File: config.mk
export PLATFORM = sky130hd
export DESIGN_NAME = param_sync_fifo
export DESIGN_NICKNAME = d
export VERILOG_FILES = /design/src/rtl/param_sync_fifo.sv
export SDC_FILE = /design/constraint.sdc
export NUM_CORES = 1
export LEC_CHECK = 0
export CAP_MARGIN = 25
export CELL_PAD_IN_SITES_DETAIL_PLACEMENT = 1
export CELL_PAD_IN_SITES_GLOBAL_PLACEMENT = 1
export CORE_ASPECT_RATIO = 1.1
export CORE_UTILIZATION = 54
export CTS_CLUSTER_DIAMETER = 50
export DETAILED_ROUTE_END_ITERATION = 7
export PLACE_DENSITY = 0.81
export SYNTH_ARGS = -nofsm -noshare
export SYNTH_HDL_FRONTEND = slang
export SYNTH_SLANG_ARGS = --single-unit
File: constraint.sdc
create_clock -name aclk -period 3.6 [get_ports aclk]
set_input_delay 1.08 -clock aclk [delete_from_list [all_inputs] [get_ports aclk]]
set_output_delay 1.08 -clock aclk [all_outputs]
set_load 0.01 [all_outputs]
File: src/rtl/param_sync_fifo.sv
// Single-clock FIFO with registered or first-word-fall-through read, occupancy
// flags, and one-cycle overflow/underflow pulses for rejected requests.
module param_sync_fifo #(
  parameter int DATA_WIDTH    = 32,
  parameter int DEPTH         = 16,
  parameter int PTR_W         = $clog2(DEPTH),
  parameter int FWFT          = 0,
  parameter int AFULL_THRESH  = DEPTH - 2,
  parameter int AEMPTY_THRESH = 2
) (
  input  logic                  aclk,
  input  logic                  resetn,
  input  logic                  clear,
  input  logic                  push,
  input  logic [DATA_WIDTH-1:0] data_in,
  input  logic                  pop,
  output logic [DATA_WIDTH-1:0] data_out,
  output logic                  full,
  output logic                  empty,
  output logic                  almost_full,
  output logic                  almost_empty,
  output logic [PTR_W:0]        count,
  output logic [PTR_W-1:0]      wr_ptr,
  output logic [PTR_W-1:0]      rd_ptr,
  output logic                  overflow,
  output logic                  underflow
);

  localparam logic [PTR_W-1:0] PTR_ONE    = PTR_W'(1);
  localparam logic [PTR_W:0]   CNT_ONE    = (PTR_W+1)'(1);
  localparam logic [PTR_W:0]   CNT_DEPTH  = (PTR_W+1)'(DEPTH);
  localparam logic [PTR_W:0]   CNT_AFULL  = (PTR_W+1)'(AFULL_THRESH);
  localparam logic [PTR_W:0]   CNT_AEMPTY = (PTR_W+1)'(AEMPTY_THRESH);

  logic [DATA_WIDTH-1:0] mem_q [DEPTH];

  logic [PTR_W-1:0] wr_ptr_q, wr_ptr_d;
  logic [PTR_W-1:0] rd_ptr_q, rd_ptr_d;
  logic [PTR_W:0]   count_q, count_d;
  logic             overflow_q, overflow_d;
  logic             underflow_q, underflow_d;
  logic             push_ok, pop_ok;

  // Flags come straight from the registered count, so they only move at the edge.
  assign full         = (count_q == CNT_DEPTH);
  assign empty        = (count_q == '0);
  assign almost_full  = (count_q >= CNT_AFULL);
  assign almost_empty = (count_q <= CNT_AEMPTY);

  // A pop frees a slot in the same cycle, so a full FIFO still takes push+pop.
  assign pop_ok  = pop  & ~empty & ~clear;
  assign push_ok = push & ~clear & (~full | pop_ok);

  // NOTE: every always_comb output gets its default first so no path can infer a latch.
  always_comb begin
    wr_ptr_d    = wr_ptr_q;
    rd_ptr_d    = rd_ptr_q;
    count_d     = count_q;
    overflow_d  = 1'b0;
    underflow_d = 1'b0;
    if (clear) begin
      wr_ptr_d = '0;
      rd_ptr_d = '0;
      count_d  = '0;
    end else begin
      if (push_ok) wr_ptr_d = wr_ptr_q + PTR_ONE;
      if (pop_ok)  rd_ptr_d = rd_ptr_q + PTR_ONE;
      unique case ({push_ok, pop_ok})
        2'b10:   count_d = count_q + CNT_ONE;
        2'b01:   count_d = count_q - CNT_ONE;
        default: count_d = count_q;
      endcase
      overflow_d  = push & ~push_ok;
      underflow_d = pop  & ~pop_ok;
    end
  end

  // NOTE: sequential state uses non-blocking assignments so all registers sample pre-edge values.
  always_ff @(posedge aclk or negedge resetn) begin
    if (!resetn) begin
      wr_ptr_q    <= '0;
      rd_ptr_q    <= '0;
      count_q     <= '0;
      overflow_q  <= 1'b0;
      underflow_q <= 1'b0;
    end else begin
      wr_ptr_q    <= wr_ptr_d;
      rd_ptr_q    <= rd_ptr_d;
      count_q     <= count_d;
      overflow_q  <= overflow_d;
      underflow_q <= underflow_d;
    end
  end

  // NOTE: the storage array is deliberately left out of reset; stale words are never visible
  // because occupancy and pointers are reset, and this keeps the array mappable to RAM.
  always_ff @(posedge aclk) begin
    if (push_ok) mem_q[wr_ptr_q] <= data_in;
  end

  generate
    if (FWFT == 0) begin : g_std_read
      logic [DATA_WIDTH-1:0] rdata_q, rdata_d;

      always_comb begin
        rdata_d = rdata_q;
        if (clear)       rdata_d = '0;
        else if (pop_ok) rdata_d = mem_q[rd_ptr_q];
      end

      always_ff @(posedge aclk or negedge resetn) begin
        if (!resetn) rdata_q <= '0;
        else         rdata_q <= rdata_d;
      end

      assign data_out = rdata_q;
    end else begin : g_fwft_read
      // Head entry is shown directly; a full push+pop reads the old head before the write lands.
      assign data_out = empty ? '0 : mem_q[rd_ptr_q];
    end
  endgenerate

  assign count     = count_q;
  assign wr_ptr    = wr_ptr_q;
  assign rd_ptr    = rd_ptr_q;
  assign overflow  = overflow_q;
  assign underflow = underflow_q;

endmodule

==> qor.json, run 1 <==
{
  "status": "finished with violations",
  "failed_checks": "DRC",
  "slew_viol_final": 0,
  "fin_skew_ns": 0.0233,
  "largest_net_degree_at_the_start_of_global_routing": 132,
  "antenna_found_initial": 0,
  "synth_xor_xnor_area_share_pct": 0.244,
  "multi_input_area_mm2": 0.00479,
  "fp.dieH_um": 212,
  "period_minus_slack_ns": 3.50,
  "layout.area.seq_mm2": 0.0166,
  "grt_pass1_wl_mm": 78.3,
  "n_antenna_cell": 0,
  "synthToLayoutAreaGrowth_pct": 18.0,
  "dpl_cell_area_mm2": 0.0236,
  "cts-hold-fix-buffers": 0,
  "cell_chain_critical_path": "or4_4, nor2_1, clkdlybuf4s50_1",
  "via_count": 10636,
  "cellLeakagePower_nw": 8.19,
  "detailedPlace.worstSlack_ns": 0.0512,
  "worst_slack_ns": 0.103,
  "synthesis.area_per_instance_um2": 22.2,
  "vias_in_the_first_global_route": 11587,
  "max-cap-violations": 0,
  "max_rail_drop_vdd_uv": 523,
  "die_x_um": 193,
  "ys_async_sr_fraction_pct": 8.41,
  "combinational_family_with_the_most_area_after_synthesis": "multiplexers",
  "wl_mm": 52.7,
  "clk_root_buffer_cell": "sky130_fd_sc_hd__clkbuf_16",
  "core_ar_mm2": 0.0393,
  "synth.net_count": 1019,
  "grt_usage_pct": 27.1,
  "number_of_failing_hold_endpoints_at_the_final_stage": 0,
  "netlist-cell-type-count": 45,
  "critical_path.max_stage_delay_ns": 0.69,
  "clkSinkCount": 559,
  "post_synth_fa_ha_maj_area_fraction_pct": 0.557,
  "fill_cells": 3119,
  "floorplan.die_area_mm2": 0.0407,
  "postSynthRegisterBits": 559,
  "drtPass1Iterations": 7,
  "remaining_drc_errors": 14,
  "worst_setup_hold_path_clk_slew_ns": 0.06,
  "clock_buffer_count_from_cts": 54,
  "worst_path_max_delay_cell": "sky130_fd_sc_hd__or4_4",
  "fp-row-count": 76,
  "warnings_from_yosys": 0,
  "finish.cell_count_without_fillers": 1672,
  "criticalPathCategory": "reg2out",
  "worst-r2r-setup-slack_ns": 0.79,
  "detail_route.wl_per_cell_um": 31.5,
  "cts_tree": "built",
  "finalHoldWorstSlack_ns": 0.468,
  "htree_levels": 2,
  "final_layout_size_suffix_gt1_share_pct": 27.6,
  "crit_path_dat_ns": 2.42,
  "gpl.final_weighted_congestion": 0.743,
  "grt_setup_unrepaired": "no",
  "dr.first_iter.drc_count": 1052,
  "mostFrequentLayoutCell": "sky130_fd_sc_hd__edfxtp_1",
  "synth-compound-area-share_pct": 2.16,
  "dominantRegCellSynth": "sky130_fd_sc_hd__edfxtp_1",
  "synth.area.mux_share_pct": 16.9,
  "pin_count": 88,
  "dp_cells": 1570,
  "global_route.overflow_total": 0,
  "top_fanout_value_on_the_critical_path": 12,
  "vias_per_cell": 6.36,
  "setup.worst_path.start_class": "flop",
  "clkLatencyLatePin_ns": 0.61,
  "cts.repair_timing.setup_buffer_count": 0,
  "post_synth_instance_area_mm2": 0.0216,
  "highest_count_cells_in_the_layout_ignoring_fill_and_taps": "512 x sky130_fd_sc_hd__edfxtp_1, 128 x sky130_fd_sc_hd__mux4_2, 86 x sky130_fd_sc_hd__clkdlybuf4s50_1, 55 x sky130_fd_sc_hd__clkbuf_16, 47 x sky130_fd_sc_hd__nor2_1",
  "io_buffer_count": 87,
  "synth_edf_count": 512,
  "netlist_instances": 973,
  "starting_density_of_the_core_pct": 54.9,
  "yosysSeqAreaShare_pct": 76.7,
  "cp-end-kind": "primary output",
  "post_synth_and_or_nand_nor_area_fraction_pct": 2.01,
  "tightest_slew_margin_relative_to_the_limit_pct": 45.5,
  "setup_viol": 0,
  "detailed_placement_hpwl_mm": 30.3,
  "fin_crit_sh_pct": 97.2,
  "hold_path.class": "in2async",
  "clockBufferDepth": 3,
  "stdcell_area_mm2": 0.0255,
  "antenna_left": 0,
  "timing_worst_slew_pin_value_ns": 0.818,
  "crit_required_ns": 2.52,
  "post_cts_resized": 0,
  "power_per_cell_area_mw_per_mm2": 670,
  "finalNetCount": 1165,
  "fmax_mhz": 286
}
[flip-flops by register name, indices dropped and copies added, names as in the netlist]
name	flops
underflow	1
wr_ptr	4
overflow	1
rd_ptr	4
mem_q	512
count	5
data_out	32
[cell families (layout without fill, tap and decap cells)]
kind of cell	Yosys count	count (layout)
adder cells (fa/ha/maj)	9	9
multiplexers	200	200
flip-flops	559	559
AND/OR/NAND/NOR	87	87
buffers and inverters	62	254
AO/OA/AOI/OAI	50	50
XOR/XNOR	6	6
[power by group]
part	leakage [nW]	switching (mW)	internal [mW]
clock	0.902	2.44	3.47
combinational	2.04	1.71	1.87
sequential	5.24	0.240	7.31
[worst max-delay path, delay by kind of cell, from the launching register on]
kind / cells / cell delay, ns
AND/OR/NAND/NOR: 2 / 0.82
buffers and inverters: 1 / 0.54
flip-flops: 1 / 0.46
[synthesized netlist by cell type (2+ instances only)]
| cell type | n | area share [%] |
|---|---|---|
| sky130_fd_sc_hd__mux2i_1 | 37 | 1.7 |
| sky130_fd_sc_hd__xor2_1 | 5 | 0.20 |
| sky130_fd_sc_hd__a221o_1 | 32 | 1.5 |
| sky130_fd_sc_hd__and2_1 | 13 | 0.38 |
| sky130_fd_sc_hd__nor2b_1 | 4 | 0.12 |
| sky130_fd_sc_hd__o211ai_1 | 5 | 0.17 |
| sky130_fd_sc_hd__nand2b_1 | 4 | 0.12 |
| sky130_fd_sc_hd__ha_1 | 8 | 0.46 |
| sky130_fd_sc_hd__and3_1 | 2 | 0.058 |
| sky130_fd_sc_hd__buf_4 | 3 | 0.10 |
| sky130_fd_sc_hd__a21oi_1 | 2 | 0.046 |
| sky130_fd_sc_hd__or3_1 | 2 | 0.058 |
| sky130_fd_sc_hd__mux2_2 | 32 | 1.7 |
| sky130_fd_sc_hd__inv_1 | 11 | 0.19 |
| sky130_fd_sc_hd__buf_6 | 5 | 0.26 |
| sky130_fd_sc_hd__edfxtp_1 | 512 | 71 |
| sky130_fd_sc_hd__nor4b_1 | 2 | 0.081 |
| sky130_fd_sc_hd__nor2_1 | 51 | 0.89 |
| sky130_fd_sc_hd__nor3_1 | 2 | 0.046 |
| sky130_fd_sc_hd__mux4_2 | 128 | 13 |
| sky130_fd_sc_hd__clkbuf_1 | 27 | 0.47 |
| sky130_fd_sc_hd__mux2_1 | 3 | 0.16 |
| sky130_fd_sc_hd__buf_1 | 2 | 0.035 |
| sky130_fd_sc_hd__dfrtp_1 | 47 | 5.5 |
| sky130_fd_sc_hd__buf_2 | 14 | 0.32 |
[area by class of cell]
| type | count | share of cell area (%) |
|---|---|---|
| clock buffers | 74 | 5.85 |
| inverters | 11 | 0.162 |
| repair buffers | 141 | 6.20 |
| flip-flops and latches | 559 | 65.1 |
| clock inverters | 28 | 1.42 |
| multi-input cells | 352 | 18.8 |
| well taps | 507 | 2.49 |
[final timing paths]
check                             startpoint      endpoint  cells after the start
worst max-delay path                count[1]          full                      3
max in group asynchronous             resetn  data_out[21]                      2
worst min register to register  data_out[26]  data_out[26]                      1
worst min-delay path                  resetn      count[1]                      2
min in group aclk               data_out[26]  data_out[26]                      1
worst max register to register      count[1]      count[4]                      9
[metrics by stage]
stage / setup TNS (ns) / power [mW] / util [%]
floorplan: -20.28 / 9.99 / -
global placement: 0 / 11.1 / 60.0
detailed placement: 0 / 11.2 / 60.1
CTS: 0 / 17.2 / 64.8
global route: 0 / 17.6 / 64.8
finish: 0 / 17.0 / 64.8
[per-layer routing]
layer | part of all wire, % | global-route usage, % | vias up
li1 | - | - | 4347
met1 | 40 | 37.1 | 5756
met2 | 52 | 45.5 | 441
met3 | 6.1 | 4.06 | 92
met4 | 2.3 | 8.09 | 0
met5 | 0 | 0 | -
(Power assumes the default switching activity.)
==> run 2: changes to the inputs <==
--- a/config.mk
+++ b/config.mk
@@ -13,6 +13,7 @@
 export CTS_CLUSTER_DIAMETER = 50
 export DETAILED_ROUTE_END_ITERATION = 7
 export PLACE_DENSITY = 0.81
+export RECOVER_POWER = 25
 export SYNTH_ARGS = -nofsm -noshare
 export SYNTH_HDL_FRONTEND = slang
 export SYNTH_SLANG_ARGS = --single-unit
==> run 2 against run 1 <==
  * The flow finishes with violations (DRC, capacitance limit, slew limit)
  * Die area is the same
  * Final area is essentially flat
  * First-iteration DRC count grew 0.67%
  * Fmax is essentially flat
  * Count of clock-buffer cells in the layout is the same
  * Clock power is essentially flat
  * Highest routed layer unchanged
==> qor.json, run 2 (synthesis results as in run 1) <==
{
  "detailed_placement_hpwl_mm": 30.3,
  "worst_path_max_delay_cell": "sky130_fd_sc_hd__or4_4",
  "largest-register": "mem_q",
  "grt_setup_unrepaired": "no",
  "crit_required_ns": 2.52,
  "global_route.overflow_total": 0,
  "clockPowerShare_pct": 34.8,
  "clkSinkCount": 559,
  "clkLatencyLatePin_ns": 0.61,
  "fill_cells": 3121,
  "worst_slack_ns": 0.106,
  "proportion_of_total_power_due_to_net_switching_pct": 25.8,
  "reg2regPathDepth": 9,
  "cell_chain_critical_path": "or4_4, nor2_1, clkdlybuf4s50_1",
  "cts.repair_timing.setup_buffer_count": 0,
  "dp_cells": 1570,
  "hold_path.class": "reg2reg",
  "status": "finished with violations",
  "htree_levels": 2,
  "criticalPathCategory": "reg2out",
  "setup_viol": 0,
  "largest_register_ffs": 512,
  "fin_crit_sh_pct": 97.1,
  "power_per_cell_area_mw_per_mm2": 670,
  "p_seq_share_pct": 44.3,
  "top_fanout_value_on_the_critical_path": 12,
  "starting_density_of_the_core_pct": 54.9,
  "crit_path_dat_ns": 2.41,
  "worst_setup_hold_path_clk_slew_ns": 0.06,
  "slew_viol_final": 48,
  "cts-hold-fix-buffers": 0,
  "switchingPower_mw": 4.40,
  "critical_path.max_stage_delay_ns": 0.68,
  "grt_usage_pct": 27.1,
  "finalNetCount": 1165,
  "fp-row-count": 76,
  "gpl.final_weighted_congestion": 0.743,
  "grt_pass1_wl_mm": 78.3,
  "timing_worst_slew_pin_value_ns": 1.61,
  "largest_net_degree_at_the_start_of_global_routing": 132,
  "final_layout_size_suffix_gt1_share_pct": 27.6,
  "clockBufferDepth": 3,
  "critical_path_buf_inv_count": 1,
  "finish.cell_count_without_fillers": 1672,
  "antenna_found_initial": 0,
  "fin_skew_ns": 0.0232,
  "via_count": 10629,
  "antenna_left": 0,
  "floorplan.die_area_mm2": 0.0407,
  "wl_mm": 52.7,
  "setup.worst_path.start_class": "flop",
  "io_buffer_count": 87,
  "drtPass1Iterations": 7,
  "mostFrequentLayoutCell": "sky130_fd_sc_hd__edfxtp_1",
  "critical_path.top_delay_family": "simple AND/OR/NAND/NOR gates",
  "highest_count_cells_in_the_layout_ignoring_fill_and_taps": "512 x sky130_fd_sc_hd__edfxtp_1, 128 x sky130_fd_sc_hd__mux4_2, 67 x sky130_fd_sc_hd__clkdlybuf4s50_1, 55 x sky130_fd_sc_hd__clkbuf_16, 47 x sky130_fd_sc_hd__nor2_1",
  "period_minus_slack_ns": 3.49,
  "detailedPlace.worstSlack_ns": 0.0512,
  "max-cap-violations": 1,
  "fmax_mhz": 286,
  "vias_in_the_first_global_route": 11587,
  "dr.first_iter.drc_count": 1059,
  "cts_tree": "built",
  "post_cts_resized": 0,
  "clock_buffer_count_from_cts": 54,
  "n_antenna_cell": 0,
  "tightest_slew_margin_relative_to_the_limit_pct": -7.62,
  "cellLeakagePower_nw": 8.19,
  "synthToLayoutAreaGrowth_pct": 17.9,
  "core_ar_mm2": 0.0393,
  "final_core_util_pct": 64.8,
  "die_x_um": 193,
  "critical_path_depth": 3,
  "power_frac_comb_pct": 21.0,
  "timing.hold.worst_path_depth": 1,
  "remaining_drc_errors": 14,
  "clk_root_buffer_cell": "sky130_fd_sc_hd__clkbuf_16",
  "internal_power_mw": 12.6,
  "detail_route.wl_per_cell_um": 31.5,
  "cp-end-kind": "primary output",
  "number_of_failing_hold_endpoints_at_the_final_stage": 0,
  "max_rail_drop_vdd_uv": 529,
  "pin_count": 88,
  "failed_checks": "DRC, capacitance limit, slew limit",
  "fp.dieH_um": 212,
  "vias_per_cell": 6.36
}
run 2: cell types whose count changed in the layout (fill, tap and decap cells not counted):
cell	previous run	this run
sky130_fd_sc_hd__clkbuf_2	0	1
sky130_fd_sc_hd__clkdlybuf4s50_1	86	67
sky130_fd_sc_hd__dlygate4sd3_1	0	19
sky130_fd_sc_hd__buf_12	23	22
run 2: layout make-up:
cell class / count / area [µm²] / area share [%]
Sequential cell: 559 / 16600 / 65.1
Clock buffer: 74 / 1490 / 5.85
Clock inverter: 28 / 360 / 1.42
Inverter: 11 / 41.3 / 0.162
Multi-Input combinational cell: 352 / 4790 / 18.8
Tap cell: 507 / 634 / 2.49
Timing Repair Buffer: 141 / 1560 / 6.15
run 2: metrics by stage:
stage               setup TNS [ns]  cell area [µm²]  hold slack [ns]  power, mW
floorplan                   -20.28            21600            0.551       9.99
global placement                 0            23600            0.497       11.1
detailed placement               0            23600            0.503       11.2
CTS                              0            25500            0.464       17.2
global route                     0            25400            0.544       17.6
finish                           0            25400            0.513       17.0
run 2: worst register-to-register path, cell delays in order, from the launching register on:
cell                      delay, ns
sky130_fd_sc_hd__dfrtp_1       0.46
sky130_fd_sc_hd__or4_4         0.68
sky130_fd_sc_hd__o21ai_4       0.17
sky130_fd_sc_hd__or3_1         0.16
sky130_fd_sc_hd__inv_1         0.08
sky130_fd_sc_hd__ha_1          0.30
sky130_fd_sc_hd__nor2b_1       0.15
sky130_fd_sc_hd__o21a_1        0.19
sky130_fd_sc_hd__or3_1         0.36
sky130_fd_sc_hd__a31oi_1       0.18
run 2: power groups by stage:
stage | combinational [mW] | sequential (mW) | clock (mW)
global route | 3.81 | 7.57 | 6.19
finish | 3.57 | 7.55 | 5.92
detailed placement | 3.56 | 7.68 | 0
CTS | 3.63 | 7.55 | 6.00
global placement | 3.44 | 7.67 | 0
floorplan | 2.37 | 7.62 | 0
run 2: layer usage:
layer	GRT usage (%)	up-vias	share of wire, %
met5	0	-	0
met1	37.1	5759	40
met4	8.09	0	2.2
met3	4.06	89	5.9
li1	-	4349	-
met2	45.5	432	52
run 2: worst paths after layout:
kind / endpoint / slack (ns) / from
worst min register to register: data_out[26] / 0.51 / data_out[26]
max in group asynchronous: rd_ptr[1] / 1.49 / resetn
min in group asynchronous: overflow / 0.95 / resetn
worst max-delay path: full / 0.11 / count[1]
worst max register to register: count[4] / 0.79 / count[1]
worst min-delay path: data_out[26] / 0.51 / data_out[26]
==> run 3: changes to the inputs <==
--- a/config.mk
+++ b/config.mk
@@ -12,7 +12,7 @@
 export CORE_UTILIZATION = 54
 export CTS_CLUSTER_DIAMETER = 50
 export DETAILED_ROUTE_END_ITERATION = 7
-export PLACE_DENSITY = 0.81
+export PLACE_DENSITY = 0.85
 export RECOVER_POWER = 25
 export SYNTH_ARGS = -nofsm -noshare
 export SYNTH_HDL_FRONTEND = slang
==> run 3 against run 2 <==
  * The flow still finishes with violations (DRC, capacitance limit, slew limit)
  * Count of clock-buffer cells in the layout is 6 higher
  * Setup slack improved by 0.081 ns
  * Cell count about the same
  * Sequential cell count stayed put
  * Via count up 1.5%
  * Register-to-register slack got worse by 0.03 ns
  * Non-clock buffer count rose by 2
  * Wire length grew 5.2%
  * Critical endpoint is now empty
  * Largest power group unchanged
==> qor.json, run 3 (synthesis results as in run 1) <==
{
  "fp-row-count": 76,
  "detail_route.wl_per_cell_um": 33.1,
  "antenna_found_initial": 1,
  "highest_count_cells_in_the_layout_ignoring_fill_and_taps": "512 x sky130_fd_sc_hd__edfxtp_1, 128 x sky130_fd_sc_hd__mux4_2, 69 x sky130_fd_sc_hd__clkdlybuf4s50_1, 55 x sky130_fd_sc_hd__clkbuf_16, 47 x sky130_fd_sc_hd__nor2_1",
  "die_x_um": 193,
  "top_signal_layer_used": "met4",
  "hold_path.class": "reg2reg",
  "tightest_slew_margin_relative_to_the_limit_pct": -40.1,
  "detailed_placement_hpwl_mm": 30.3,
  "stdcell_area_mm2": 0.0254,
  "io_buffer_count": 87,
  "slew_viol_final": 28,
  "dp_cells": 1569,
  "clkLatencyLatePin_ns": 0.58,
  "fp.dieH_um": 212,
  "wl_mm": 55.4,
  "vias_in_the_first_global_route": 11765,
  "timing_worst_slew_pin_value_ns": 2.10,
  "cellLeakagePower_nw": 8.14,
  "remaining_drc_errors": 18,
  "cp-end-kind": "primary output",
  "failed_checks": "DRC, capacitance limit, slew limit",
  "worst_setup_hold_path_clk_slew_ns": 0.06,
  "met3RoutedLength_mm": 3.69,
  "criticalPathCategory": "reg2out",
  "global_route.overflow_total": 0,
  "dr.first_iter.drc_count": 1122,
  "setup.worst_path.start_class": "flop",
  "largest_register_ffs": 512,
  "power_per_cell_area_mw_per_mm2": 660,
  "pin_count": 88,
  "mostFrequentLayoutCell": "sky130_fd_sc_hd__edfxtp_1",
  "finish.cell_count_without_fillers": 1673,
  "gpl.final_weighted_congestion": 0.771,
  "p_total_mw": 16.7,
  "number_of_failing_hold_endpoints_at_the_final_stage": 0,
  "cts-hold-fix-buffers": 0,
  "grt_setup_unrepaired": "no",
  "cts_tree": "built",
  "floorplan.die_area_mm2": 0.0407,
  "htree_levels": 2,
  "worst_slack_ns": 0.187,
  "clockBufferDepth": 3,
  "synthToLayoutAreaGrowth_pct": 17.5,
  "max_rail_drop_vdd_uv": 396,
  "fin_crit_sh_pct": 94.8,
  "core_ar_mm2": 0.0393,
  "wl_met1_mm": 21.2,
  "period_minus_slack_ns": 3.41,
  "finalNetCount": 1166,
  "crit_required_ns": 2.52,
  "clock_buffer_count_from_cts": 53,
  "vias_per_cell": 6.45,
  "setup_viol": 0,
  "antenna_left": 0,
  "fin_skew_ns": 0.0148,
  "final_layout_size_suffix_gt1_share_pct": 27.2,
  "totalNegativeSetupSlack_ns": 0,
  "clk_root_buffer_cell": "sky130_fd_sc_hd__clkbuf_16",
  "detailedPlace.worstSlack_ns": 0.109,
  "largest_net_degree_at_the_start_of_global_routing": 83,
  "via_count": 10785,
  "status": "finished with violations",
  "dpl_cell_area_mm2": 0.0236,
  "fmax_mhz": 293,
  "top_fanout_value_on_the_critical_path": 7,
  "largest-register": "mem_q",
  "max-cap-violations": 1,
  "starting_density_of_the_core_pct": 54.9,
  "clkSinkCount": 559,
  "met2WireLength_mm": 29.0,
  "grt_pass1_wl_mm": 81.0,
  "drtPass1Iterations": 7,
  "grt_usage_pct": 28.3,
  "crit_path_dat_ns": 2.33
}
[run 3: cell types whose count changed in the layout (fill, tap and decap cells not counted), sizes merged]
cell and delta:
inv +1, buf +2, clkbuf +6, clkdlybuf4s50 +2, diode +1, clkinv -3, bufinv -6, dlygate4sd3 -2
[run 3: final cells by class]
cell class	instances	area, µm²
Antenna cell	1	2.50
Fill cell	3143	13900
Timing Repair Buffer	143	1630
Clock inverter	20	155
Tap cell	507	634
Clock buffer	80	1540
Sequential cell	559	16600
Multi-Input combinational cell	352	4790
Inverter	11	41.3
[run 3: path summary, 6_finish.rpt]
| kind | startpoint | to | slack, ns | cells after the start |
|---|---|---|---|---|
| max | count[3] | empty | 0.19 | 3 |
| min | data_out[2] | data_out[2] | 0.52 | 1 |
| max reg2reg | count[3] | count[4] | 0.76 | 10 |
| min reg2reg | data_out[2] | data_out[2] | 0.52 | 1 |
| max in group asynchronous | resetn | rd_ptr[1] | 1.02 | 1 |
| min in group asynchronous | resetn | rd_ptr[3] | 1.10 | 1 |
[run 3: per-stage QoR]
stage / hold WS, ns / util [%]
after floorplan: 0.551 / -
after global placement: 0.498 / 60.1
after global routing: 0.524 / 64.6
final: 0.521 / 64.6
after detailed placement: 0.507 / 60.2
after CTS: 0.519 / 64.5
[run 3: layer usage]
metal  up-vias  global-route usage [%]
met2       527                    47.5
met3       102                    4.69
met5         -                       0
met1      5805                    37.9
li1       4351                       -
met4         0                    9.26
[run 3: critical path: stages, from the launching register on]
cell,delay [ns]
sky130_fd_sc_hd__dfrtp_1,0.46
sky130_fd_sc_hd__or4_4,0.61
sky130_fd_sc_hd__nor2_1,0.13
sky130_fd_sc_hd__clkdlybuf4s50_1,0.56
[run 3: where the power goes]
| part | internal, mW | switching [mW] |
|---|---|---|
| logic | 1.92 | 1.74 |
| registers | 7.30 | 0.287 |
| clock network | 3.10 | 2.39 |
[run 3: what timing repair did]
action | in CTS | in global routing
gates resized for setup | 0 | 0
buffers inserted | 0 | 3
endpoints found under the setup margin | 0 | 1
